### config.mk
export PLATFORM = sky130hd
export DESIGN_NAME = rand_range_picker
export DESIGN_NICKNAME = d
export VERILOG_FILES = /design/src/rtl/rand_pkg.sv /design/src/rtl/rand_history_buf.sv /design/src/rtl/rand_range_picker.sv
export SDC_FILE = /design/constraint.sdc
export NUM_CORES = 1
export LEC_CHECK = 0
export CAP_MARGIN = 20
export CELL_PAD_IN_SITES_DETAIL_PLACEMENT = 1
export CELL_PAD_IN_SITES_GLOBAL_PLACEMENT = 1
export CORE_MARGIN = 2
export CORE_UTILIZATION = 40
export DETAILED_ROUTE_END_ITERATION = 8
export HOLD_SLACK_MARGIN = 0.12
export MAX_ROUTING_LAYER = met4
export PLACE_DENSITY_LB_ADDON = 0.15
export SYNTH_ARGS = -nofsm -noshare
export SYNTH_HDL_FRONTEND = slang
export SYNTH_HIERARCHICAL = 1
export SYNTH_SLANG_ARGS = --single-unit
export TNS_END_PERCENT = 20
### constraint.sdc
create_clock -name Clock -period 2.4 [get_ports Clock]
set_clock_uncertainty 0.15 [all_clocks]
set_input_delay 0.48 -clock Clock [delete_from_list [all_inputs] [get_ports Clock]]
set_output_delay 0.48 -clock Clock [all_outputs]
set_load 0.03 [all_outputs]
### src/rtl/rand_pkg.sv
// Shared types and default constants for the range-reduced random picker.
package rand_pkg;

    // Controller states: wait for a request, fold the sample into range,
    // screen it against recent outputs, then hold the result for the consumer.
    typedef enum logic [1:0] {
        IDLE   = 2'd0,
        REDUCE = 2'd1,
        CHECK  = 2'd2,
        DONE   = 2'd3
    } rand_state_t;

    localparam int RAND_WIDTH     = 10;
    localparam int RAND_RANGE     = 600;
    localparam int RAND_HISTORY   = 4;
    localparam int RAND_MAX_TRIES = 8;

    // Bits needed to count samples 1..max_tries inclusive.
    function automatic int tries_width(input int max_tries);
        return (max_tries < 2) ? 1 : $clog2(max_tries + 1);
    endfunction

endpackage

### src/rtl/rand_history_buf.sv
// Shift register of the most recently accepted outputs, each entry with a
// live bit, plus a parallel "query word equals any live entry" comparator.
module rand_history_buf
    import rand_pkg::*;
#(
    parameter int WIDTH = RAND_WIDTH,
    parameter int DEPTH = RAND_HISTORY
) (
    input  logic             Clock,
    input  logic             Reset,
    input  logic             push,
    input  logic [WIDTH-1:0] push_word,
    input  logic [WIDTH-1:0] query,
    output logic             match
);

    logic [DEPTH-1:0] hit;

    genvar gi;
    generate
        for (gi = 0; gi < DEPTH; gi++) begin : g_entry
            logic [WIDTH-1:0] word_reg;
            logic             live_reg;

            if (gi == 0) begin : g_head
                // Newest entry: loaded directly from the pushed word.
                always_ff @(posedge Clock) begin
                    if (Reset) begin
                        word_reg <= '0;
                        live_reg <= 1'b0;
                    end else if (push) begin
                        word_reg <= push_word;
                        live_reg <= 1'b1;
                    end
                end
            end else begin : g_tail
                // Older entries: shift down one slot on every push; the last
                // slot's previous contents fall off the end.
                always_ff @(posedge Clock) begin
                    if (Reset) begin
                        word_reg <= '0;
                        live_reg <= 1'b0;
                    end else if (push) begin
                        word_reg <= g_entry[gi-1].word_reg;
                        live_reg <= g_entry[gi-1].live_reg;
                    end
                end
            end

            // Only entries that have actually been written may cause a reject.
            assign hit[gi] = live_reg && (word_reg == query);
        end
    endgenerate

    assign match = |hit;

endmodule

### src/rtl/rand_range_picker.sv
// Reduces the free-running LFSR word into [0, RANGE) by repeated subtraction,
// resamples when the result repeats a recent output (bounded by MAX_TRIES),
// and hands the result to the consumer over a valid/ack handshake.
module rand_range_picker
    import rand_pkg::*;
#(
    parameter int WIDTH     = RAND_WIDTH,
    parameter int RANGE     = RAND_RANGE,
    parameter int HISTORY   = RAND_HISTORY,
    parameter int MAX_TRIES = RAND_MAX_TRIES
) (
    input  logic             Clock,
    input  logic             Reset,
    input  logic [WIDTH-1:0] rnd_in,
    input  logic             req,
    output logic             ready,
    output logic             valid,
    output logic [WIDTH-1:0] value,
    output logic             forced,
    input  logic             ack
);

    localparam int TW = tries_width(MAX_TRIES);

    // One extra bit so that RANGE = 2^WIDTH is representable and the
    // compare/subtract never wraps.
    localparam logic [WIDTH:0]  RANGE_W = (WIDTH+1)'(RANGE);
    localparam logic [TW-1:0]   MAX_T   = TW'(MAX_TRIES);
    localparam logic [TW-1:0]   ONE_T   = TW'(1);

    rand_state_t      state_reg,  state_next;
    logic [WIDTH:0]   work_reg,   work_next;
    logic [TW-1:0]    tries_reg,  tries_next;
    logic [WIDTH-1:0] value_reg,  value_next;
    logic             forced_reg, forced_next;
    logic             valid_reg,  valid_next;

    logic             hist_match;
    logic             hist_push;

    rand_history_buf #(
        .WIDTH (WIDTH),
        .DEPTH (HISTORY)
    ) u_history (
        .Clock     (Clock),
        .Reset     (Reset),
        .push      (hist_push),
        .push_word (value_reg),
        .query     (work_reg[WIDTH-1:0]),
        .match     (hist_match)
    );

    // State and datapath registers; reset drops any in-flight request.
    always_ff @(posedge Clock) begin
        if (Reset) begin
            state_reg  <= IDLE;
            work_reg   <= '0;
            tries_reg  <= '0;
            value_reg  <= '0;
            forced_reg <= 1'b0;
            valid_reg  <= 1'b0;
        end else begin
            state_reg  <= state_next;
            work_reg   <= work_next;
            tries_reg  <= tries_next;
            value_reg  <= value_next;
            forced_reg <= forced_next;
            valid_reg  <= valid_next;
        end
    end

    // Next-state and datapath update: capture, subtract, screen, hand off.
    always_comb begin
        state_next  = state_reg;
        work_next   = work_reg;
        tries_next  = tries_reg;
        value_next  = value_reg;
        forced_next = forced_reg;
        valid_next  = valid_reg;
        hist_push   = 1'b0;

        case (state_reg)
            IDLE: begin
                if (req) begin
                    work_next  = {1'b0, rnd_in};
                    tries_next = ONE_T;
                    state_next = REDUCE;
                end
            end

            REDUCE: begin
                // One subtraction per cycle keeps the datapath to a single
                // adder; the loop ends once the word is below RANGE.
                if (work_reg >= RANGE_W) begin
                    work_next = work_reg - RANGE_W;
                end else begin
                    state_next = CHECK;
                end
            end

            CHECK: begin
                if (hist_match && (tries_reg < MAX_T)) begin
                    // Repeat of a recent output: take whatever the LFSR shows
                    // right now and reduce it again.
                    work_next  = {1'b0, rnd_in};
                    tries_next = tries_reg + ONE_T;
                    state_next = REDUCE;
                end else begin
                    // Either fresh, or out of tries; a match here means the
                    // result is accepted anyway and flagged as forced.
                    value_next  = work_reg[WIDTH-1:0];
                    forced_next = hist_match;
                    valid_next  = 1'b1;
                    state_next  = DONE;
                end
            end

            DONE: begin
                // Any concurrent req is ignored; only ack moves us on.
                if (ack) begin
                    hist_push  = 1'b1;
                    valid_next = 1'b0;
                    state_next = IDLE;
                end
            end

            default: begin
                state_next = IDLE;
            end
        endcase
    end

    assign ready  = (state_reg == IDLE);
    assign valid  = valid_reg;
    assign value  = value_reg;
    assign forced = forced_reg;

endmodule

Word level (Yosys, flattened, before mapping)
Index checks and enable logic that the tools add are counted.
{ "op_classes": {"n_lt_le_gt_ge": 2, "bitwise_logic": 1, "n_eq_ne": 13, "muxes": 17, "n_reduce_logical": 15, "n_addsub": 2} }
{ "ops": {"columns": ["cell", "n"], "rows": [
  ["10-bit == test", 4],
  ["11-bit two-way mux", 3],
  ["11-bit one-hot mux with 3 select lines", 1],
  ["2-bit != test, second input constant", 6],
  ["11-bit by 10-bit greater-or-equal comparator with 1-bit output, second input constant", 1],
  ["11-bit by 10-bit subtractor with 11-bit output, second input constant", 1],
  ["3-bit AND reduction", 3],
  ["2-bit two-way mux", 4],
  ["4-bit two-way mux", 2],
  ["2-bit one-hot mux with 4 select lines", 1],
  ["4-bit one-hot mux with 2 select lines", 1],
  ["1-bit logical AND", 5],
  ["4-bit by 1-bit adder with 4-bit output, second input constant", 1],
  ["2-bit == test, second input constant", 2],
  ["4-bit < comparator, second input constant", 1],
  ["1-bit two-way mux", 4],
  ["4-bit AND reduction", 1],
  ["2-bit nonzero test", 2],
  ["4-bit OR reduction", 1],
  ["3-bit nonzero test", 1],
  ["2-bit by 1-bit == test with 1-bit output, second input constant", 1],
  ["2-bit zero test", 1],
  ["1-bit one-hot mux with 2 select lines", 1],
  ["2-bit AND reduction", 1],
  ["1-bit NOT", 1]
]} }
{ "totals": {"inputBits": 14, "elab_cells": 64, "out_inout_bits": 13, "register_bits": 73} }

Longest topological paths before layout
{ "depth": {"word_depth": 6, "ltp_mapped": 10, "mapped_depth_nobuf": 9} }

Hierarchy
The synthesis kept the hierarchy.
{ "modules_own_cells": {"columns": ["mod", "area_each_um2", "seq_area_each_um2", "n_inst", "cells_each"], "rows": [
  ["rand_history_buf", 2054.5, 880.8, 1, 209],
  ["rand_range_picker", 1496.4, 580.6, 1, 184]
]} }

Least setup slack after synthesis
No wires, ideal clock.
{ "synth_timing": {"path_kind": "flip-flop to flip-flop", "startpoint": "register work_reg[5]", "endpoint": "register value_reg[0] (netlist: value[0])", "arrival_time_ns": 2.075, "path_stages_with_launch": 10, "required_time_ns": 2.180, "n_path_buf": 1, "setup_slack_ns": 0.105, "cell_sequence": "dfxtp_1 buf_4 xnor2_1 nand4_1 nor3_1 or4_1 nor2b_1 nor2_1 nand2_1 a21oi_1"} }
{ "synth_via": {"elab_chain_cells": 6, "word_cells_on_any_way": 12} }
{ "synth_rtl": {"columns": ["element", "line_no", "rtl"], "rows": [
  ["start: declaration", "rand_range_picker.sv:32", "logic [WIDTH:0] work_reg, work_next;"],
  ["start signal: assignment", "rand_range_picker.sv:64", "work_reg <= work_next;"],
  ["10-bit == test", "rand_history_buf.sv:51", "assign hit[gi] = live_reg && (word_reg == query);"],
  ["1-bit logical AND", "rand_history_buf.sv:51", null],
  ["4-bit OR reduction (*)", "rand_history_buf.sv:55", "assign match = |hit;"],
  ["net hist_match", "rand_range_picker.sv:38", "logic hist_match;"],
  ["1-bit logical AND (*)", "rand_range_picker.sv:102", "if (hist_match && (tries_reg < MAX_T)) begin"],
  ["1-bit NOT (no source line) (*)", null, null],
  ["2-bit AND reduction (no source line) (*)", null, null],
  ["end signal: assignment", "rand_range_picker.sv:66", "value_reg <= value_next;"],
  ["end: declaration", "rand_range_picker.sv:34", "logic [WIDTH-1:0] value_reg, value_next;"]
]} }
The timed path passes the listed nets; every way through them passes the cells marked *.
A chain may end at the register's enable or synchronous reset.

Worst setup path in the final report
{ "layout_timing": {"startpoint": "register work_reg[7]", "endpoint": "register work_reg[6]"} }
{ "layout_via": {"elab_chain_cells": 6, "word_cells_on_any_way": 14} }
{ "layout_rtl": {"columns": ["element", "line_no"], "rows": [
  ["10-bit == test", "rand_history_buf.sv:51"],
  ["1-bit logical AND", "rand_history_buf.sv:51"],
  ["4-bit OR reduction (*)", "rand_history_buf.sv:55"],
  ["net hist_match", "rand_range_picker.sv:38"],
  ["1-bit logical AND (*)", "rand_range_picker.sv:102"],
  ["2-bit != test (no source line) (*)", null],
  ["4-bit AND reduction (no source line) (*)", null]
]} }
Marks and branches as above.

==> impl_metrics.json <==
{
  "seqPwrFrac_pct": 42.1,
  "slew_headroom_pct": 63.0,
  "cts_tree": "done",
  "pwr-share-clk_pct": 31.2,
  "rsz0062_at_grt": "true",
  "violations": "setup timing",
  "synth_top_area_share_pct": 41.2,
  "yosys_register_bits": 73,
  "final_common_cell": "dfxtp_1",
  "crit_path_end_kind": "flop",
  "antenna_cells": 0,
  "crit_path_cell_trace": "xnor2_1, nand4_1, nor3_1, or4_4, nand2b_4, o22ai_4, buf_4, o22a_1, a21boi_1, o32ai_2",
  "syn2layout_area_growth_pct": 30.8,
  "start_util_pct": 40.9,
  "drt_wl_total_mm": 10.3,
  "layout_setup_ws_ns": -0.0283,
  "share_comb_of_total_power_pct": 26.7,
  "cts_buffers": 9,
  "hpwl_mm": 7.39,
  "drive_above_1_share_pct": 26.8,
  "cts_buffer_depth": 2,
  "path_class": "flop to flop",
  "core_area_sq_um": 8680,
  "sw_frac_of_total_pct": 31.3,
  "wl_per_cell_um": 17.7,
  "vias": 3018,
  "slowest_stage": "or4_4",
  "rr_worst_depth": 10,
  "clk_latency_ns": 0.34,
  "final_cells": 581,
  "synth_warnings": 6,
  "syn-cell-area_sq_um": 3550,
  "largest_reg_flops": 40,
  "switchingPower_uw": 1000,
  "layout_common_cells": "dfxtp_1 (63), buf_4 (62), nor2_1 (56)",
  "syn_avg_cell_area_sq_um": 9.04,
  "setup_tns_ns": -0.0283,
  "leakagePower_uw": 0.00163,
  "internal-power_uw": 2210,
  "yosysTopAreaCell": "dfxtp_1",
  "period_minus_slack_ns": 2.43,
  "synth-edff-count": 0,
  "setup_viol_count_final": 1,
  "hold_viol": 0,
  "crit_arrival_ns": 2.52,
  "cts-root-buf": "clkbuf_8",
  "routabilityCongestion": 0.839,
  "hold_class": "flop to flop",
  "drc_errors": 0,
  "first_pass_iters": 4,
  "grt_pass1_vias": 3302,
  "htreeDepth": 3,
  "synthTopCellsByArea": "dfxtp_1 (41%), mux2i_1 (12%), xnor2_1 (9.9%), nor2_1 (6.2%), a21oi_1 (3.9%)",
  "dieWidth_um": 98.2,
  "clkTransAtPathRegs_ns": 0.08,
  "crit_fanout": 6,
  "powerDensity_nw_per_um2": 691,
  "synth.net_count": 409,
  "critical-path-top-delay-family": "simple AND/OR/NAND/NOR gates",
  "crit_buf_inv": 1,
  "outcome": "complete, but fails checks",
  "antenna_found_initial": 0,
  "fp.dieH_um": 98.2,
  "tightest_slew_ns": 0.548,
  "slew_viol_final": 0,
  "grt_pass1_wl_mm": 16.7,
  "cp.depth": 10,
  "vdd_drop_max_uv": 293,
  "ant_nets": 0,
  "synthCells": 393,
  "globalRouteOverflowTotal": 0,
  "max_stage_delay_ns": 0.58,
  "drt_iter0_markers": 100,
  "ys_seq_area_share_pct": 41.2,
  "cts_num_sinks": 73,
  "place_inst": 563,
  "cp.required_ns": 2.49,
  "via_per_inst": 5.19,
  "io_buffer_count": 26,
  "p_total_uw": 3210,
  "async_flop_share_pct": 0,
  "synth_ff_type": "dfxtp_1",
  "critPathLaunchType": "flop",
  "grt_max_degree": 24,
  "netlist-cell-type-count": 51,
  "hold-path-cell-count": 2,
  "period_share_pct": 101,
  "die_area_sq_um": 9650,
  "layout.nets": 484,
  "max_freq_ghz": 0.412,
  "row_count": 34,
  "grt_usage_pct": 22.6,
  "cap_violations": 0,
  "io_pins": 27
}
-- cells by family (layout without fill, tap and decap cells) --
kind of cell	Yosys count	in the layout	synth area share, %
and+or+nand+nor	139	139	18.5
DFF	73	73	41.2
AOI/OAI and AO/OA	61	61	11.4
muxes	44	44	12.4
xor gates and xnor gates	41	41	10.1
buffers and inverters	33	113	5.74
adders and majority gates	2	2	0.705
-- synthesized netlist by cell type (2+ instances only) --
cell and number:
o41ai_1 2, clkbuf_8 2, nand2_1 33, o32ai_1 2
o21ai_0 5, xnor2_1 40, inv_1 4, o21ai_1 2
clkbuf_1 10, nor2b_1 3, buf_4 8, ha_1 2
nand2b_2 2, a21oi_1 28, dfxtp_1 73, nand2b_1 10
buf_2 6, mux2i_1 43, nand3_1 9, nand4_1 8
nor3_1 7, nor2_1 59, buf_6 3, a211oi_1 5
-- layout make-up --
cell class | count | area [sq um]
timing repair buffer | 93 | 797
clock buffer | 12 | 155
tap | 108 | 135
sequential | 73 | 1480
clock inverter | 4 | 51.3
inverter | 4 | 15.0
multi-input combinational | 287 | 2010
fill | 1043 | 4040
-- worst paths after layout --
check,startpoint,to,slack [ns]
worst max-delay path,work_reg[7],work_reg[6],-0.03
worst min-delay path,value[5],value[5],0.33
worst max register to register,work_reg[7],work_reg[6],-0.03
worst min register to register,value[5],value[5],0.33
-- power groups by stage --
| stage | registers (uW) | clock network (uW) | logic, uW |
|---|---|---|---|
| 2_1_floorplan | 1350 | 0 | 505 |
| 3_3_place_gp | 1370 | 0 | 775 |
| 3_5_place_dp | 1370 | 0 | 781 |
| 4_1_cts | 1350 | 1030 | 811 |
| 5_1_grt | 1360 | 1080 | 925 |
| 6_report | 1350 | 1000 | 857 |
-- tightest hold or removal path: stages, from the launching register on --
cell and delay [ns]:
dfxtp_1 0.33, nand2_1 0.06, a21oi_1 0.05
-- routing by layer --
layer	track usage [%]	share of wire [%]	vias up
met1	27.3	45	1468
met5	-	0	-
met4	6.95	2.3	0
met3	4.29	2.3	18
li1	-	-	1493
met2	38.5	50	39
-- per-stage QoR --
stage                     setup slack [ns]  hold WS [ns]  utilization (%)  cell area [sq um]
after floorplan                      0.105         0.304                -               3550
after global placement              -0.355         0.319             49.2               4270
after detailed placement            -0.326         0.325             49.2               4270
after CTS                          0.00417         0.335             52.3               4540
after global routing               -0.0868         0.378             53.5               4640
final                              -0.0283         0.330             53.5               4640
-- repair_timing --
action,4_1_cts,5_1_grt
resized for setup,16,24
hold buffers,0,0
pin swaps,1,5
buffers inserted,2,0
setup endpoints to repair,25,25
No activity file was read; power rests on OpenSTA's default activity.
